### src/rtl/fetch.sv
// fetch: instruction fetch stage feeding decode.
//   Holds the PC and keeps at most one word read in flight to instruction
//   memory. The returned word and its PC are held for decode behind a
//   valid/ready handshake. A redirect from execute reloads the PC. It also
//   kills any fetch that is in flight or held.
//
// Ports
//   clk, reset                 single clock; synchronous active-high reset
//   imem_req_valid/ready       read request handshake, imem_addr = pc
//   imem_resp_valid, rdata     one in-order response per accepted request
//   redirect, redirect_pc      PC reload from execute; kills the current fetch
//   inst_valid/ready           handshake to decode, carrying inst and inst_pc
//   fault                      sticky misaligned-redirect flag
//
// Configuration
//   FETCH_MISALIGN_CHECK_EN    when defined, a redirect to a non word-aligned
//                              PC parks the stage in FAULT until reset. When
//                              undefined, redirect_pc[1:0] is ignored and
//                              fault is tied low.
module fetch #(
  parameter logic [31:0] RESET_PC = 32'h0000_0000
) (
  input  logic        clk,
  input  logic        reset,
  output logic        imem_req_valid,
  input  logic        imem_req_ready,
  output logic [31:0] imem_addr,
  input  logic        imem_resp_valid,
  input  logic [31:0] imem_rdata,
  input  logic        redirect,
  input  logic [31:0] redirect_pc,
  output logic        inst_valid,
  input  logic        inst_ready,
  output logic [31:0] inst,
  output logic [31:0] inst_pc,
  output logic        fault
);

  typedef enum logic [2:0] {REQ, WAIT, HOLD, DROP, FAULT} state_t;

  // Word delivered to decode together with the PC it was fetched from.
  typedef struct packed {
    logic [31:0] word;
    logic [31:0] pc;
  } held_t;

  state_t      state_q, state_d;
  logic [31:0] pc_q, pc_d;
  held_t       held_q, held_d;
  logic [31:0] tgt;      // redirect target as it will be loaded into pc
  logic        bad_tgt;  // redirect to a misaligned target

`ifdef FETCH_MISALIGN_CHECK_EN
  logic fault_q, fault_d;

  assign tgt     = redirect_pc;
  assign bad_tgt = redirect & (redirect_pc[1:0] != 2'b00);

  // Sticky: set on the first misaligned redirect and cleared only by reset.
  assign fault_d = fault_q | ((state_q != FAULT) & bad_tgt);
  assign fault   = fault_q;

  always_ff @(posedge clk) begin
    if (reset) fault_q <= 1'b0;
    else       fault_q <= fault_d;
  end
`else
  // The low two bits are dropped, so every target is word aligned.
  assign tgt     = redirect_pc & ~32'h3;
  assign bad_tgt = 1'b0;
  assign fault   = 1'b0;
`endif

  // A redirect suppresses both handshakes in the cycle it is seen. This is
  // why a held instruction is never consumed alongside a redirect.
  assign imem_req_valid = (state_q == REQ) & ~redirect & ~reset;
  assign imem_addr      = pc_q;
  assign inst_valid     = (state_q == HOLD) & ~redirect & ~reset;
  assign inst           = held_q.word;
  assign inst_pc        = held_q.pc;

  always_comb begin
    state_d = state_q;
    pc_d    = pc_q;
    held_d  = held_q;
    if ((state_q != FAULT) && bad_tgt) begin
      state_d = FAULT;
    end else begin
      case (state_q)
        REQ: begin
          // REQ never samples imem_resp_valid. A response still owed from
          // before a reset is therefore dropped without any effect.
          if (redirect)                             pc_d    = tgt;
          else if (imem_req_valid && imem_req_ready) state_d = WAIT;
        end
        WAIT: begin
          if (redirect) begin
            // If the response arrives in this same cycle it is the killed
            // one, so there is nothing left to drain.
            pc_d    = tgt;
            state_d = imem_resp_valid ? REQ : DROP;
          end else if (imem_resp_valid) begin
            held_d  = '{word: imem_rdata, pc: pc_q};
            pc_d    = pc_q + 32'd4;  // wraps modulo 2^32
            state_d = HOLD;
          end
        end
        DROP: begin
          // Waiting for the response of a killed request. Later redirects
          // only update the target.
          if (redirect)        pc_d    = tgt;
          if (imem_resp_valid) state_d = REQ;
        end
        HOLD: begin
          if (redirect) begin
            pc_d    = tgt;
            state_d = REQ;
          end else if (inst_ready) begin
            state_d = REQ;
          end
        end
        FAULT:   state_d = FAULT;
        default: state_d = REQ;
      endcase
    end
  end

  always_ff @(posedge clk) begin
    if (reset) begin
      state_q <= REQ;
      pc_q    <= RESET_PC;
      held_q  <= '0;
    end else begin
      state_q <= state_d;
      pc_q    <= pc_d;
      held_q  <= held_d;
    end
  end

endmodule

### config.mk
export PLATFORM = sky130hd
export DESIGN_NAME = fetch
export DESIGN_NICKNAME = d
export VERILOG_FILES = /design/src/rtl/fetch.sv
export SDC_FILE = /design/constraint.sdc
export NUM_CORES = 1
export LEC_CHECK = 0
export ABC_AREA = 1
export CAP_MARGIN = 15
export CELL_PAD_IN_SITES_DETAIL_PLACEMENT = 1
export CELL_PAD_IN_SITES_GLOBAL_PLACEMENT = 1
export CORE_UTILIZATION = 33
export CTS_CLUSTER_DIAMETER = 40
export DETAILED_ROUTE_END_ITERATION = 6
export GPL_TIMING_DRIVEN = 0
export PLACE_DENSITY = 0.85
export SETUP_SLACK_MARGIN = 0.2
export SYNTH_ARGS = -nofsm -noshare
export SYNTH_HDL_FRONTEND = slang
export SYNTH_SLANG_ARGS = --single-unit
### constraint.sdc
create_clock -name clk -period 2.8 [get_ports clk]
set_input_delay 0.84 -clock clk [delete_from_list [all_inputs] [get_ports clk]]
set_output_delay 0.84 -clock clk [all_outputs]
set_load 0.02 [all_outputs]
---- Yosys cells after proc, flatten, opt, wreduce, memory -nomap -nowiden ----
Index checks and enable logic that the tools add are counted.
storage, ports and cells
  register bits after elaboration ......... 99
  output and inout port bits .............. 99
cells by class
  $add $sub $neg .......................... 1
  eq/ne operators ......................... 10
  mux-type cells .......................... 13
  bitwise operators ....................... 6
  reduce and logical (&&, ||, !) cells .... 7
operator list
  cell                   number
  $mux 32                3
  $pmux 32 s2            1
  $add 32x3->32 const B  1
  $mux 3                 7
  $pmux 3 s5             1
  $eq 3x2->1 const B     2
  $ne 3x3->1 const B     2
  $reduce_and 3->1       2
  $reduce_and 5->1       1
  $and 1x1->1            4
  $ne 2x1->1 const B     2
  $ne 2x2->1 const B     2
  $eq 3x1->1 const B     1
  $eq 3x3->1 const B     1
  $logic_not 3->1        1
  $reduce_or 3->1        1
  $mux 2                 1
  $not 1->1              2
  $reduce_bool 2->1      1
  $logic_and 1x1->1      1

---- Longest topological paths before layout ----
Gate-level depths: netlist (run 1).
  depth after elaboration ................. 7
  depth in mapped cells ................... 10

---- Worst setup path after synthesis (run 1) ----
Ideal clock, no wire load.
  kind .................................... input to output
  start ................................... input reset
  end ..................................... output imem_req_valid
  arrival time ............................ 1,494 ps
  path slack .............................. 466 ps
  stages .................................. 3
  buffers on the path ..................... 2
  path through ............................ clkbuf_1 clkbuf_1 nor2_1
on the way
  cells in the longest elaborated chain, start to end .. 2
ends and longest elaborated chain
  what         RTL line  text
  from (decl)  24        input logic reset,
  $not 1->1    76        assign imem_req_valid = (state_q == REQ) & ~redirect & ~reset;
  $and 1x1->1  76
  to (decl)    25        output logic imem_req_valid,
No other way between the ends.

---- Worst setup path after layout (run 1) ----
Same ends and word-level chain as after synthesis.

==> results, run 1 <==
- The flow ran to the end, and the final reports show no timing, DRC or antenna violations.
- In this run the standard cell core region covers 13300 sq um.
- The post-synth design cell area is ~4600 sq um.
- CTS saw 95 sinks.
- The total stage count of the critical path is 4.
- After technology mapping, the gate count stands at 692.
- Setup repair after global routing left no endpoint under its margin.
- The post-synthesis to final-layout area growth is 47.5%.
- The final count of negative-setup-slack endpoints is 0.
- The final routed wirelength across all metal layers is 19.4 mm.
- The transition time at the pin with the least slew margin is 0.616 ns.
- After clock tree synthesis, the clock-pin slew on the worst setup and hold paths is 0.07 ns.
- For this block, the initial DRC count from the detailed router was 435.
- The number of global-route vias before repair is 5809.
- The buffers plus inverters on the worst setup path is 3.
- The endpoint arrival time on the critical path is 1.70 ns.
- The overall power consumption is ~4.7 mW.
- The signal on the critical path passes through clkbuf_2, clkbuf_2, nor2_1, clkdlybuf4s15_2.
- STA puts the critical path data required time at 1.96 ns.
- The fraction of power spent switching nets is a little under two fifths.
- The initial utilization of the core area, before any placement, comes to 34.2%.
- The share of total power dissipated in the clock network is 29.8%.
- For this run, the number of Yosys warnings is 0.
- The final critical-path required period is 2.54 ns.
- The number of max-slew violations in the final report came to 0.
- The number of hold buffers added after cts is 0.
- The library cells used most frequently in the layout, excluding fill and tap cells, are 157 x sky130_fd_sc_hd__clkdlybuf4s50_1, 141 x sky130_fd_sc_hd__nand2_1, 140 x sky130_fd_sc_hd__nor2_1, 95 x sky130_fd_sc_hd__dfxtp_1, 88 x sky130_fd_sc_hd__o21ai_0.
- After synthesis, the cell types taking the most area are sky130_fd_sc_hd__dfxtp_1 42%, sky130_fd_sc_hd__nand2_1 12%, sky130_fd_sc_hd__nor2_1 12%, sky130_fd_sc_hd__o21ai_0 9.6%, sky130_fd_sc_hd__a21oi_1 5.4%.
- The area of the die is 14300 sq um.
- Leaving out fill and tap cells, the most frequent cell in the layout is sky130_fd_sc_hd__clkdlybuf4s50_1.
- In this run, CTS created clock tree buffers numbering 9.
- The first-pass GRT wire length is roughly 31 mm.
- Measured against its own limit, the worst slew margin works out to about three fifths.
- Cells with a size suffix above 1 make up 7.67% of the layout.
- The final weighted congestion in routability-driven placement is roughly 0.86.
- The antenna diode count is 0.
- Dividing total power by cell area gives a power density of 696 nW/um^2.
- Using the TritonRoute via totals, the vias-per-cell ratio works out to 5.22.
- Among cell families on the critical path, the largest total delay comes from buffers and inverters.
- The HPWL after detailed placement is ~14 mm.
- Prior to clock tree synthesis, the placed netlist has a worst setup slack of -0.394 ns.
- The share of power burned in registers is a little under two fifths.
- The count of antenna-violating nets left after detailed routing is 0.
- The floorplan has between 40 and 50 rows.
- Measured on the finished design, the core utilization comes to 50.5%.
- The final hold violation count was 0.
- The number of instances on the worst hold path is 1.
- The count of pins on the block boundary is 169.
- In this run the worst path has a maximum fanout of 10.
- The pre-antenna-repair detailed-routing pass consisted of 4 iterations.
- The die is 120 um tall.
- The initial antenna violation count is 0.
- The worst-case IR drop observed on VDD is 251 uV.
- In this run the deepest clock path goes through 2 buffers.
- The slowest stage cell on the critical path is sky130_fd_sc_hd__clkbuf_2.
- After layout, the worst path uses 90.6% of the clock period.
- The tool flagged a number of max-cap violations equal to 0.
- The buffer type at the clock tree root is sky130_fd_sc_hd__clkbuf_16.
- The TritonCTS clock tree is yes.
- The summed negative setup slack over all endpoints is 0 ns.
- The dominant cell type by count on the critical path is sky130_fd_sc_hd__clkbuf_2.
- The routed layout has 5474 vias.
- The depth of the worst register-to-register path is 10.
- In this run, synthesis produced a sequential element count of 95.
- The total overflow left after global routing is 0.
- In the final routed layout, each cell accounts on average for approximately 18 um.
- The clock latency at the later pin of the worst-skew pair is 0.37 ns.
- The kind of critical path is input pin to primary output.
- The number of levels the H-tree was split into is 3.
- The worst clock skew is 0.00979 ns.
- The largest net degree at the start of global routing is 18.
- The worst hold-check path type is register to register.
- Yosys mapped the design onto 33 distinct sky130hd cell types.
- During placement, the flow inserted port buffers numbering 160.
- The average instance area after synthesis is 6.60 sq um.
- Cell internal power was estimated by the tool at slightly below 3 mW.
- The die is 120 um wide.
- The synthesized design spends more area on one cell type than any other, namely sky130_fd_sc_hd__dfxtp_1.
- Per report_power, the combinational group accounts for around a third of the total.
- For this run, the slowest stage of the critical path takes 0.30 ns.
- The worst setup path is launched from an input pin.
- Timing would allow up to 394 MHz.
- In the routed design, unresolved DRC markers number 0.
- The net switching power is roughly 1.7 mW.
- The analysis attributes to cell leakage a power of 2.72 nW.
- Once routing completed, OpenROAD measured the worst setup slack at 0.262 ns.
- The net count of the finished layout is 939.
- The total global-route track usage is roughly 28%.
- The area share of the largest cell type after synthesis is 41.6%.
- The sequential cell area fraction in the yosys report is a little over two fifths.
- STA classifies the critical path endpoint as a primary output.
-- cell usage after synthesis --
cell                         n
sky130_fd_sc_hd__nor3_1      5
sky130_fd_sc_hd__nand4_1     5
sky130_fd_sc_hd__nand2_1   141
sky130_fd_sc_hd__buf_2      20
sky130_fd_sc_hd__conb_1      1
sky130_fd_sc_hd__a211oi_1    3
sky130_fd_sc_hd__nand2_4     1
sky130_fd_sc_hd__clkbuf_1   11
sky130_fd_sc_hd__nor2_4      2
sky130_fd_sc_hd__nand3_1    36
sky130_fd_sc_hd__inv_2       6
sky130_fd_sc_hd__o21ai_1     8
sky130_fd_sc_hd__o211a_1     1
sky130_fd_sc_hd__nor2_1    140
sky130_fd_sc_hd__a21oi_1    49
sky130_fd_sc_hd__xor2_1      1
sky130_fd_sc_hd__clkinv_1    1
sky130_fd_sc_hd__buf_4       8
sky130_fd_sc_hd__o21ai_0    88
sky130_fd_sc_hd__dfxtp_1    95
sky130_fd_sc_hd__o211ai_1    1
sky130_fd_sc_hd__o21bai_1    2
sky130_fd_sc_hd__nand3b_1    1
sky130_fd_sc_hd__xnor2_1     1
sky130_fd_sc_hd__nand2_2     2
sky130_fd_sc_hd__nor2_2      4
sky130_fd_sc_hd__buf_1       1
sky130_fd_sc_hd__nor4_1      1
sky130_fd_sc_hd__a21oi_4     1
sky130_fd_sc_hd__or2_2       2
sky130_fd_sc_hd__a31oi_1     6
sky130_fd_sc_hd__inv_1      47
sky130_fd_sc_hd__ha_1        1
-- routing by layer --
layer | global-route usage, % | routed length (um) | up-vias
met4 | 13.9 | 756 | 0
met1 | 33.6 | 8160 | 2639
met3 | 4.42 | 893 | 55
met2 | 47.1 | 9560 | 200
met5 | 0 | 0 | -
li1 | - | - | 2580
-- power groups by stage --
stage / Combinational [mW] / Sequential, mW / Clock, mW
after floorplan: 0.599 / 1.93 / 0
final: 1.54 / 1.75 / 1.40
after CTS: 1.54 / 1.75 / 1.40
after detailed placement: 1.52 / 1.77 / 0
after global placement: 1.46 / 1.76 / 0
after global routing: 1.66 / 1.77 / 1.46
-- final timing paths --
kind                                           startpoint  slack, ns                          to
worst max-delay path                                reset       0.26              imem_req_valid
worst min-delay path              state_q[1]$_SDFFE_PP0P_       0.52     state_q[2]$_SDFFE_PP0P_
worst max register to register  imem_addr[3]$_SDFFE_PP0P_       0.87  imem_addr[22]$_SDFFE_PP0P_
worst min register to register    state_q[1]$_SDFFE_PP0P_       0.52     state_q[2]$_SDFFE_PP0P_
-- cell families after synthesis --
group	Yosys count	share of synthesized area [%]
and+or+nand+nor	340	30.4
adders and majority gates	1	0.274
DFF	95	41.6
AOI/OAI and AO/OA	159	18.3
xor gates and xnor gates	2	0.384
other	1	0.0821
buffers and inverters	94	8.93
-- sequential cells by signal (all words and copies together) (netlist names) --
name	count
state_q	3
inst	32
inst_pc	30
imem_addr	30
-- metrics by stage --
step / hold WS (ns) / instance area, sq um / std cells
floorplan: 0.462 / 4580 / 696
global placement: 0.475 / 6400 / 1032
detailed placement: 0.496 / 6400 / 1032
CTS: 0.509 / 6730 / 1048
global route: 0.531 / 6740 / 1049
finish: 0.522 / 6740 / 1049
-- final cells by class --
type,count,area (sq um)
buffer,40,208
clock buffer,9,225
clock inverter,7,101
fill,1752,6610
inverter,54,203
multi-input combinational,507,2270
sequential,95,1900
tap,176,220
timing repair buffer,161,1600
-- repair_timing --
| item | in CTS | in global routing |
|---|---|---|
| buffers inserted | 0 | 1 |
| gates resized for setup | 8 | 1 |
| hold endpoints to repair | 0 | 0 |
| setup endpoints to repair | 2 | 2 |
| gates cloned | 0 | 0 |
(Power assumes the default switching activity.)
==> run 2, diff against run 1 <==
Settings changed: CAP_MARGIN 15 to unset.
==> results of run 2 <==
Same layout as run 1: the final DEF is identical, and so are final timing and power.
